`src/rtl/pipe_stage_buffer.sv`:
```
// pipe_stage_buffer: elastic pipeline-stage register.
// A DEPTH-entry circular buffer carrying one packed stage payload between two
// pipeline stages. It uses a valid/ready handshake on both sides, a synchronous
// flush that kills buffered and incoming payloads, and drives a bubble when empty.
module pipe_stage_buffer #(
  parameter int               WIDTH         = 64,
  parameter int               DEPTH         = 2,
  parameter logic [WIDTH-1:0] BUBBLE        = '0,
  parameter bit               KEEP_ON_EMPTY = 1'b0
) (
  input  logic                       i_clock,
  input  logic                       i_reset,
  input  logic                       i_flush,
  input  logic                       i_in_valid,
  input  logic [WIDTH-1:0]           i_in_data,
  output logic                       o_in_ready,
  output logic                       o_out_valid,
  output logic [WIDTH-1:0]           o_out_data,
  input  logic                       i_out_ready,
  output logic [$clog2(DEPTH+1)-1:0] o_count
);

  localparam int PTR_W = (DEPTH > 1) ? $clog2(DEPTH) : 1;
  localparam int CNT_W = $clog2(DEPTH + 1);

  localparam logic [PTR_W-1:0] LAST_PTR = PTR_W'(DEPTH - 1);
  localparam logic [CNT_W-1:0] FULL_CNT = CNT_W'(DEPTH);

  // Payload storage and bookkeeping.
  logic [WIDTH-1:0] r_mem [DEPTH];
  logic [PTR_W-1:0] r_head;
  logic [PTR_W-1:0] r_tail;
  logic [CNT_W-1:0] r_count;
  logic [WIDTH-1:0] r_last;

  logic             w_push;
  logic             w_pop;
  logic [PTR_W-1:0] w_head_nxt;
  logic [PTR_W-1:0] w_tail_nxt;

  // Pointer advance that wraps at DEPTH-1, so DEPTH need not be a power of 2.
  function automatic logic [PTR_W-1:0] ptr_inc(input logic [PTR_W-1:0] p);
    return (p == LAST_PTR) ? '0 : p + 1'b1;
  endfunction

  // Handshake decode. in_ready depends on occupancy only, so there is no
  // combinational path from out_ready back to in_ready.
  assign o_in_ready  = (r_count < FULL_CNT);
  assign o_out_valid = (r_count != '0);
  assign w_push      = i_in_valid  & o_in_ready  & ~i_flush;
  assign w_pop       = o_out_valid & i_out_ready & ~i_flush;
  assign w_head_nxt  = ptr_inc(r_head);
  assign w_tail_nxt  = ptr_inc(r_tail);
  assign o_count     = r_count;

  // Pointer, occupancy and last-popped state; reset beats flush, flush beats push/pop.
  always_ff @(posedge i_clock) begin
    // NOTE: non-blocking assignments keep every register sampling pre-edge values,
    // so head/tail/count updates never see each other's new value in the same edge.
    if (i_reset) begin
      r_head  <= '0;
      r_tail  <= '0;
      r_count <= '0;
      r_last  <= BUBBLE;
    end else if (i_flush) begin
      r_head  <= '0;
      r_tail  <= '0;
      r_count <= '0;
      r_last  <= BUBBLE;
    end else begin
      if (w_push) r_tail <= w_tail_nxt;
      if (w_pop) begin
        r_head <= w_head_nxt;
        r_last <= r_mem[r_head];
      end
      unique case ({w_push, w_pop})
        2'b10:   r_count <= r_count + 1'b1;
        2'b01:   r_count <= r_count - 1'b1;
        default: r_count <= r_count;
      endcase
    end
  end

  // Payload write into the tail slot.
  always_ff @(posedge i_clock) begin
    // NOTE: the storage array is deliberately not reset; entries are only ever
    // observed when count says they are valid, so stale contents are harmless.
    if (w_push) r_mem[r_tail] <= i_in_data;
  end

  // Output mux: head entry when occupied, otherwise bubble or the last popped payload.
  always_comb begin
    // NOTE: assigning a default first guarantees no latch is inferred.
    o_out_data = BUBBLE;
    if (r_count != '0)      o_out_data = r_mem[r_head];
    else if (KEEP_ON_EMPTY) o_out_data = r_last;
  end

endmodule

```
`config.mk`:
```
export PLATFORM = sky130hd
export DESIGN_NAME = pipe_stage_buffer
export DESIGN_NICKNAME = d
export VERILOG_FILES = /design/src/rtl/pipe_stage_buffer.sv
export SDC_FILE = /design/constraint.sdc
export NUM_CORES = 1
export LEC_CHECK = 0
export CAP_MARGIN = 20
export CORE_MARGIN = 5
export CORE_UTILIZATION = 37
export CTS_CLUSTER_SIZE = 10
export DETAILED_ROUTE_END_ITERATION = 7
export SETUP_SLACK_MARGIN = 0.05
export SLEW_MARGIN = 20
export SYNTH_ARGS = -nofsm -noshare
export SYNTH_HDL_FRONTEND = slang
export SYNTH_SLANG_ARGS = --single-unit
```
`constraint.sdc`:
```
create_clock -name i_clock -period 5.15 [get_ports i_clock]
set_input_delay 1.03 -clock i_clock [delete_from_list [all_inputs] [get_ports i_clock]]
set_output_delay 1.03 -clock i_clock [all_outputs]
set_load 0.005 [all_outputs]
```
After elaboration in Yosys (flattened, before gate mapping). Memory sizes are Yosys's and may differ from the RTL's. A register that Yosys moved wholly into a read port is not among the register bits. Index checks and enable logic that the tools add are counted.

Flip-flop bits (word level): 4. Bits in writable memories: 128. Input bits: 69. Output and inout bits: 68. Logic and storage cells: 27. Memories: 1.

Add/sub/neg operators: 4. $lt $le $gt $ge: 1. Eq/ne operators: 2. Muxes and demuxes: 8. Bitwise operators: 5. Reduce and logical (&&, ||, !) cells: 3.

Memory list: r_mem (words 2, width 64, read ports 1, clocked after memory_dff 1, write ports 1, RTL line 30) `logic [WIDTH-1:0] r_mem [DEPTH];`.

Operator list (count): 64-bit 2-to-1 mux (1); 1-bit 2-to-1 mux (6); 1-bit AND (4); 2-bit case mux with 2 select lines (1); 2-bit nonzero test (2); 1-bit adder (second input constant) (2); 2-bit by 1-bit adder with 2-bit output (second input constant) (1); 2-bit by 1-bit == test with 1-bit output (second input constant) (1); 2-bit == test (second input constant) (1); 2-bit less-than comparator (second input constant) (1); 2-bit OR reduction (1); 2-bit by 1-bit subtractor with 2-bit output (second input constant) (1); 1-bit NOT (1).

Depth between registers and ports, before layout. Gate-level depths: netlist (run 1).

Depth in word-level cells: 5. Gate-level depth with buffers: 6. Mapped depth without buffers: 6.

Worst setup path after synthesis (run 1). OpenSTA, ideal clock, no wires.

Path type: input -> register. Start: input port i_in_valid. End: memory r_mem[0][0], enable pin. Arrival: 4000 ps. Data required time: 4664 ps. Slack: 663 ps. Stages: 3. Buffers on the path: 0. Path through: nor2b_1 -> nand2b_1 -> nor2_1.

Cells in the longest elaborated chain, start to end: 4.

RTL lines: from (decl) (RTL line 14) `input logic i_in_valid,`; 1-bit AND (2 in series) (RTL line 50) `assign w_push = i_in_valid & o_in_ready & ~i_flush;`; 1-bit 2-to-1 mux (RTL line 88) `if (w_push) r_mem[r_tail] <= i_in_data;`; 1-bit 2-to-1 mux (not written as such) (RTL line 88); to (decl) (RTL line 30).

No other way between the ends.

Worst setup path after layout (run 1).
Start: register r_count[1] (netlist: o_count[1]). End: output port o_out_data[50].

Cells in the longest elaborated chain, start to end: 2.

RTL lines: from (decl) (RTL line 33) `logic [CNT_W-1:0] r_count;`; from (signal assigned) (RTL line 77) `2'b10: r_count <= r_count + 1'b1;`; from (signal assigned) (RTL line 78) `2'b01: r_count <= r_count - 1'b1;`; from (signal assigned) (RTL line 79) `default: r_count <= r_count;`; 2-bit nonzero test (RTL line 95) `if (r_count != '0) o_out_data = r_mem[r_head];`; 64-bit 2-to-1 mux (RTL line 95); to (decl) (RTL line 18) `output logic [WIDTH-1:0] o_out_data,`.

No other way between the ends.

==> impl_metrics.ini, run 1 <==
[logic_synthesis]
syn_inst = 297
synthAdderAreaFrac = 0.00249
synth_xor_area_frac = 0.00696
synth.distinct_cells = 17
synth_seq_area_share = 0.784
synth_top_family_by_area = multiplexers
ys_seq_elements = 133
synthMuxAreaShare = 0.127
yosys.area_share.simple = 0.0584
synth_compound_area_frac = 0.00348
syn_area_per_cell_sq_um = 16.9
mappedNetlistArea_sq_um = 5030
synth_fp_nets = 367
yosys_warnings = 0

[global_routing]
top_usage_layer = met2
antenna_found_initial = 0
globalRouteMet2Util = 0.203
first_global_vias = 3020
grt_max_degree = 65
grt_first_pass_wirelength_microns = 15800
met1_usage = 0.159
track_usage = 0.128
grt_overflow = 0
met3_usage = 0.0534

[sta]
slew_viol_final = 0
timing.fmax_mhz = 283
hold_viol = 0
setup_slack_ns = 1.61
worst_pin_slew_ns = 0.938
tns_ns = 0
whs_ns = 0.570
finClkSkew_ns = 0.00677
rsz0062_at_grt = false
fin_crit_sh = 0.687
relSlewSlack = 0.373
setup_viol = 0
fin_crit_ns = 3.54

[worst_setup_path]
cp_max_fo = 40
worstSetupPathType = reg -> out
critPathLaunchType = flop
cp_cell_sequence = nor2_4, buf_4, nor2_1, clkdlybuf4s50_1
cp_slowest_cell = nor2_4
crit_required_ns = 4.12
slowest_delay_ns = 0.75
arrival_ns = 2.51
startpoint = o_count[1]
worstReg2RegStart = o_count[1]
end_kind = output pin

[pwr]
netSwitchingPower_uw = 498
sw_frac_of_total = 0.194
clockPowerShare = 0.459
p_int_mw = 2.07
ir_worst_vdd_v = 0.000185
p_total_mw = 2.57
pwr-share-comb = 0.061
pwr-share-seq = 0.480
powerDensity_nw_per_um2 = 356
p_leak_nw = 2.28

[final_layout]
final_nets = 512
layout.cells.non_filler = 631
syn_to_final_growth_pct = 43.4
insertedDiodeCount = 0
drive_gt1_frac = 0.0769
layout_commonest_cell = clkdlybuf4s50_1
layout_common_cells = clkdlybuf4s50_1 (136), edfxtp_1 (128), nor2_1 (65)

[job]
maxCapViolations = 0

[floorplanning]
die_h_microns = 127
initial_core_util = 0.378
core_area_sq_um = 13300
rows = 42
dieArea_sq_um = 16000
io_pins = 137
die_x_microns = 127

[detailed_routing]
routedWlPerCell_microns = 16.3
drt-vias-per-instance = 4.56
drtIter0Drc = 167
first_pass_iters = 4
ant_nets = 0
wirelength_microns = 10300
vias = 2877
remaining_drc_errors = 0

[clock_network]
path_clk_slew_ns = 0.05
htree_levels = 4
cts-root-buf = clkbuf_16
clockBufferDepth = 2
numClockSinks = 133
cts_resized = 0
cts_buffers = 17
post-cts-setup-buffers = 0
clock_latency_ns = 0.40
cts_tree = done
ctsHoldBuffers = 0

[place]
routabilityCongestion = 0.746
dp_slack_ns = 1.96
hpwl_microns = 6610
numPlacedInstances = 598
io_buffer_count = 136

[outcome]
status = finished clean

[min_path]
hold_path_class = reg -> reg
hold_path_startpoint = r_head
## stage by stage
stage               utilization  instance area [sq um]
floorplan                     -                   5030
global placement          0.496                   6600
detailed placement        0.496                   6600
CTS                       0.541                   7190
global route              0.543                   7220
finish                    0.543                   7220
## synthesized netlist by cell type, drive strengths merged
cell type,n,share of area
ha,1,0.0025
buf,13,0.014
nor2b,1,0.0012
mux2i,64,0.13
o21ai,2,0.0020
or3,1,0.0012
nor3,4,0.0040
xnor2,2,0.0035
a211oi,1,0.0015
clkbuf,1,0.00075
nor2,68,0.051
nand2b,1,0.0012
edfxtp,128,0.76
inv,3,0.0022
dfxtp,5,0.020
xor2,2,0.0035
## registers in the layout, indices dropped and copies added (netlist names), named ones only
register  flops
r_tail        1
r_head        1
o_count       2
r_mem       128
## cell families after synthesis
kind of cell,count (synthesis)
AO/OA/AOI/OAI,3
AND/OR/NAND/NOR,75
flip-flops,133
multiplexers,64
adder cells (fa/ha/maj),1
XOR/XNOR,4
buffers and inverters,17
## area by class of cell
cell class	count	area [sq um]
Inverter	3	11.3
Clock buffer	18	429
Multi-Input combinational cell	147	1020
Fill cell	1101	6080
Sequential cell	133	3950
Clock inverter	14	161
Tap cell	176	220
Timing Repair Buffer	140	1420
## metal layers
layer | share of wire | up-vias
met5 | 0 | -
met4 | 0.0099 | 0
met3 | 0.082 | 8
met2 | 0.49 | 94
met1 | 0.41 | 1380
li1 | - | 1395
## path summary, 6_finish.rpt
kind                            slack, ns        endpoint  cells after the start
worst max-delay path                 1.61  o_out_data[50]                      4
worst min-delay path                 0.57          r_head                      2
worst max register to register       3.14    r_mem[1][38]                      4
worst min register to register       0.57          r_head                      2
## power groups by stage
stage / logic (mW) / clock network [mW] / registers, mW
after floorplan: 0.0498 / 0 / 1.25
after global placement: 0.154 / 0 / 1.25
after detailed placement: 0.156 / 0 / 1.26
after CTS: 0.157 / 1.21 / 1.23
after global routing: 0.170 / 1.25 / 1.23
final: 0.157 / 1.18 / 1.23
## critical path, delay by kind of cell, from the launching register on
family | cells | cell delay [ns]
AND/OR/NAND/NOR | 2 | 0.84
buffers and inverters | 2 | 0.87
flip-flops | 1 | 0.37
No activity file was read; power rests on OpenSTA's default activity.
==> inputs of run 2 (changes only) <==
--- a/config.mk
+++ b/config.mk
@@ -10,6 +10,7 @@
 export CORE_UTILIZATION = 37
 export CTS_CLUSTER_SIZE = 10
 export DETAILED_ROUTE_END_ITERATION = 7
+export PLACE_DENSITY = 0.66
 export SETUP_SLACK_MARGIN = 0.05
 export SLEW_MARGIN = 20
 export SYNTH_ARGS = -nofsm -noshare
==> constraint.sdc (replaced) <==
create_clock -name i_clock -period 3.1 [get_ports i_clock]
set_input_delay 0.62 -clock i_clock [delete_from_list [all_inputs] [get_ports i_clock]]
set_output_delay 0.62 -clock i_clock [all_outputs]
set_load 0.005 [all_outputs]
==> run 2 against run 1 <==
  * Routed wire length is 3.2% lower
  * Utilization is 0.30 points higher
  * Via count is 1.5% higher
  * Sequential power is 67% higher
  * Hold slack better by 0.0024 ns
  * Die area stayed put
  * First-iteration DRC count is 9.6% lower
  * Setup slack worse by 1.2 ns
  * Final cell count is 0.79% higher
  * Largest cell class unchanged
  * Largest power group unchanged
==> impl_metrics.ini, run 2 (synthesis gave the netlist of run 1 again) <==
[pwr]
pwr-share-seq = 0.472
powerDensity_nw_per_um2 = 597
p_int_mw = 3.51
p_total_mw = 4.33
netSwitchingPower_uw = 821
p_leak_nw = 2.32
clockPowerShare = 0.469
ir_worst_vdd_v = 0.000363
pwr-share-comb = 0.059
sw_frac_of_total = 0.189

[clock_network]
clockBufferDepth = 2
post-cts-setup-buffers = 0
path_clk_slew_ns = 0.05
numClockSinks = 133
cts-root-buf = clkbuf_16
cts_resized = 0
ctsHoldBuffers = 0
cts_tree = done
cts_buffers = 17
clock_latency_ns = 0.41
htree_levels = 4

[global_routing]
track_usage = 0.129
grt_max_degree = 49
grt_overflow = 0
antenna_found_initial = 0
first_global_vias = 3084
grt_first_pass_wirelength_microns = 15700

[place]
numPlacedInstances = 604
hpwl_microns = 6600
io_buffer_count = 136
dpl_cell_area_sq_um = 6640
dp_slack_ns = 0.579
routabilityCongestion = 0.735

[sta]
setup_slack_ns = 0.370
hold_viol = 0
timing.fmax_mhz = 366
fin_crit_sh = 0.881
rsz0062_at_grt = false
finClkSkew_ns = 0.00459
whs_ns = 0.572
relSlewSlack = 0.648
fin_crit_ns = 2.73
slew_viol_final = 0
setup_viol = 0
tns_ns = 0
worst_pin_slew_ns = 0.529

[job]
maxCapViolations = 0

[final_layout]
layout_commonest_cell = clkdlybuf4s50_1
fin_util = 0.546
insertedDiodeCount = 0
top_register = r_mem
layout_common_cells = clkdlybuf4s50_1 (136), edfxtp_1 (128), nor2_1 (65)
layout.cells.non_filler = 636
syn_to_final_growth_pct = 44.2
largest_reg_flops = 128
drive_gt1_frac = 0.0957
fin_area_sq_um = 7260
final_nets = 517

[worst_setup_path]
cp_cell_sequence = buf_12, mux2i_1, nor2_1, clkdlybuf4s50_1
critPathLaunchType = flop
crit_required_ns = 2.48
cp_slowest_cell = dfxtp_4
end_kind = output pin
worstSetupPathType = reg -> out
cp_max_fo = 26
arrival_ns = 2.11
slowest_delay_ns = 0.64

[floorplanning]
dieArea_sq_um = 16000
io_pins = 137
core_area_sq_um = 13300
die_x_microns = 127
rows = 42
die_h_microns = 127
initial_core_util = 0.378

[outcome]
status = finished clean

[detailed_routing]
drtIter0Drc = 151
routedWlPerCell_microns = 15.6
wirelength_microns = 9940
ant_nets = 0
first_pass_iters = 4
drt-vias-per-instance = 4.59
remaining_drc_errors = 0
vias = 2919

[min_path]
hold_path_class = reg -> reg
run 2: cell types whose count changed in the layout (fill, tap and decap cells not counted), sizes merged:
cell / delta
buf: +5
bufinv: +1
clkbuf: -1
run 2: worst max-delay path: cells and delay by family (launching register included):
kind,cells,cell delay [ns]
muxes,1,0.25
buffers and inverters,2,0.74
DFF,1,0.64
and+or+nand+nor,1,0.06
run 2: worst paths after layout:
check,start,endpoint,slack [ns],depth (start not counted)
hold reg to reg,r_head,r_head,0.57,2
hold / removal,r_head,r_head,0.57,2
setup reg to reg,o_count[1],o_count[1],1.29,5
setup / recovery,flop,o_out_data[46],0.37,4
run 2: layer usage:
layer,vias to the layer above,global-route usage,part of all wire
li1,1402,-,-
met3,14,0.0546,0.069
met4,0,0.0587,0.019
met1,1405,0.145,0.42
met2,98,0.212,0.49
met5,-,0,0
run 2: final cells by class:
cell class                 count  area [sq um]
clock buffer                  17           425
fill                        1086          6040
inverter                       3          11.3
sequential                   133          3950
timing repair buffer         145          1440
clock inverter                15           188
tap                          176           220
multi-input combinational    147          1020
run 2: power by group through the flow:
stage	logic [mW]	clock network [mW]	registers, mW
after floorplan	0.0828	0	2.08
after global placement	0.256	0	2.08
after detailed placement	0.261	0	2.08
after CTS	0.263	2.09	2.05
after global routing	0.280	2.16	2.05
final	0.257	2.03	2.05
==> inputs of run 3 (changes only) <==
--- a/config.mk
+++ b/config.mk
@@ -6,11 +6,13 @@
 export NUM_CORES = 1
 export LEC_CHECK = 0
 export CAP_MARGIN = 20
+export CELL_PAD_IN_SITES_DETAIL_PLACEMENT = 2
+export CELL_PAD_IN_SITES_GLOBAL_PLACEMENT = 2
 export CORE_MARGIN = 5
-export CORE_UTILIZATION = 37
+export CORE_UTILIZATION = 30
 export CTS_CLUSTER_SIZE = 10
 export DETAILED_ROUTE_END_ITERATION = 7
-export PLACE_DENSITY = 0.66
+export PLACE_DENSITY_LB_ADDON = 0.1
 export SETUP_SLACK_MARGIN = 0.05
 export SLEW_MARGIN = 20
 export SYNTH_ARGS = -nofsm -noshare
==> run 3 against run 2 <==
  * Sequential share of layout area decreased by 1.0 points
  * Sequential power about the same
  * Clock skew is 0.00090 ns lower
  * Critical path type unchanged
  * Critical endpoint is now o_out_data[39]
  * Largest cell class unchanged
  * Highest routed layer unchanged
==> impl_metrics.ini, run 3 (synthesis gave the netlist of run 1 again) <==
[sta]
fin_crit_ns = 2.81
slew_viol_final = 0
finClkSkew_ns = 0.00368
rsz0062_at_grt = false
tns_ns = 0
setup_slack_ns = 0.295
fin_crit_sh = 0.905
worst_pin_slew_ns = 0.490
setup_viol = 0
hold_viol = 0
relSlewSlack = 0.673
timing.fmax_mhz = 356

[clock_network]
clockBufferDepth = 2
post-cts-setup-buffers = 0
path_clk_slew_ns = 0.06
cts_resized = 0
cts_tree = done
clock_latency_ns = 0.41
htree_levels = 4
ctsHoldBuffers = 0
numClockSinks = 133
cts_buffers = 17
cts-root-buf = clkbuf_16

[outcome]
status = finished clean

[worst_setup_path]
cp_slowest_cell = clkdlybuf4s50_1
critPathLaunchType = flop
rrSetupSlack_ns = 1.24
arrival_ns = 2.19
crit_required_ns = 2.48
cp_max_fo = 25
cp_cell_sequence = nor2_4, buf_4, nor2_1, clkdlybuf4s50_1
end_kind = output pin
ff2ff_path_depth = 5
slowest_delay_ns = 0.46
r2r_end = o_count[1]
worstReg2RegStart = o_count[1]
worstSetupPathType = reg -> out

[min_path]
hold_path_startpoint = r_head
hold_path_class = reg -> reg
hold_depth = 2

[detailed_routing]
ant_nets = 0
first_pass_iters = 4
drt-vias-per-instance = 4.34
routedWlPerCell_microns = 17.8
remaining_drc_errors = 0
vias = 2957
wirelength_microns = 12100
drtIter0Drc = 115

[place]
io_buffer_count = 136
hpwl_microns = 8380
dp_slack_ns = 0.556
routabilityCongestion = 0.708

[pwr]
pwr-share-comb = 0.062
sw_frac_of_total = 0.197
p_leak_nw = 2.35
pwr-share-seq = 0.467
clockPowerShare = 0.471
ir_worst_vdd_v = 0.000292
p_int_mw = 3.52
netSwitchingPower_uw = 862
powerDensity_nw_per_um2 = 593

[floorplanning]
initial_core_util = 0.304
rows = 47
io_pins = 137
dieArea_sq_um = 19500
core_area_sq_um = 16500
die_x_microns = 140
die_h_microns = 140

[final_layout]
layout_common_cells = clkdlybuf4s50_1 (136), edfxtp_1 (128), nor2_1 (65)
top_register = r_mem
drive_gt1_frac = 0.0976
final_nets = 518
fin_util = 0.447
insertedDiodeCount = 0
syn_to_final_growth_pct = 47.0
layout_commonest_cell = clkdlybuf4s50_1
nFillCells = 1590
largest_reg_flops = 128

[global_routing]
antenna_found_initial = 0
met3_usage = 0.0525
grt_first_pass_wirelength_microns = 19400
grt_overflow = 0
track_usage = 0.131
top_usage_layer = met2
met1_usage = 0.156
grt_max_degree = 27
globalRouteMet2Util = 0.212
first_global_vias = 3481

[job]
maxCapViolations = 0
==> run 3: cell count changes in the layout (fill, tap and decap cells not counted), sizes merged <==
cell	delta
buf	+1
==> run 3: worst max path at each step <==
| stage | slack [ns] | cells after the start | to | from |
|---|---|---|---|---|
| 6_report | 0.29 | 4 | o_out_data[39] | o_count[1] |
| 5_1_grt | 0.09 | 4 | o_out_data[39] | o_count[1] |
| 4_1_cts | 0.21 | 4 | o_out_data[39] | o_count[1] |
| 3_5_place_dp | 0.56 | 5 | r_mem[1][6] | i_in_valid |
| 2_1_floorplan | -0.98 | 3 | r_mem[0][0] | i_in_valid |
| 3_3_place_gp | 0.62 | 5 | r_mem[0][11] | i_in_valid |
==> run 3: metal layers <==
metal  wire (microns)  share of wire
met1             5220           0.43
met2             5960           0.49
met3              748          0.062
met4              183          0.015
met5                0              0
==> run 3: stage by stage <==
step | hold slack (ns) | instance area, sq um | cells | power [mW]
final | 0.567 | 7390 | 681 | 4.38
after global routing | 0.632 | 7390 | 681 | 4.55
after CTS | 0.572 | 7390 | 681 | 4.45
after detailed placement | 0.558 | 6780 | 649 | 2.36
after global placement | 0.557 | 6780 | 649 | 2.35
after floorplan | 0.520 | 5030 | 297 | 2.17
==> run 3: power groups by stage <==
stage / Clock (mW) / Combinational (mW) / Sequential, mW
global placement: 0 / 0.272 / 2.08
floorplan: 0 / 0.0828 / 2.08
global route: 2.20 / 0.297 / 2.05
detailed placement: 0 / 0.280 / 2.08
finish: 2.06 / 0.273 / 2.05
CTS: 2.12 / 0.282 / 2.05
==> run 3: cell type report <==
type | count | area, sq um | share of cell area
Sequential cell | 133 | 3950 | 0.534
Multi-Input combinational cell | 147 | 1020 | 0.138
Tap cell | 220 | 275 | 0.0372
Clock buffer | 17 | 425 | 0.0575
Inverter | 3 | 11.3 | 0.00152
Timing Repair Buffer | 146 | 1520 | 0.206
Clock inverter | 15 | 188 | 0.0254
==> run 3: worst max-delay path: cells and delay by family (launching register included) <==
kind                   cells  cell delay [ns]
flip-flops                 1             0.39
buffers and inverters      2             0.83
AND/OR/NAND/NOR            2             0.53
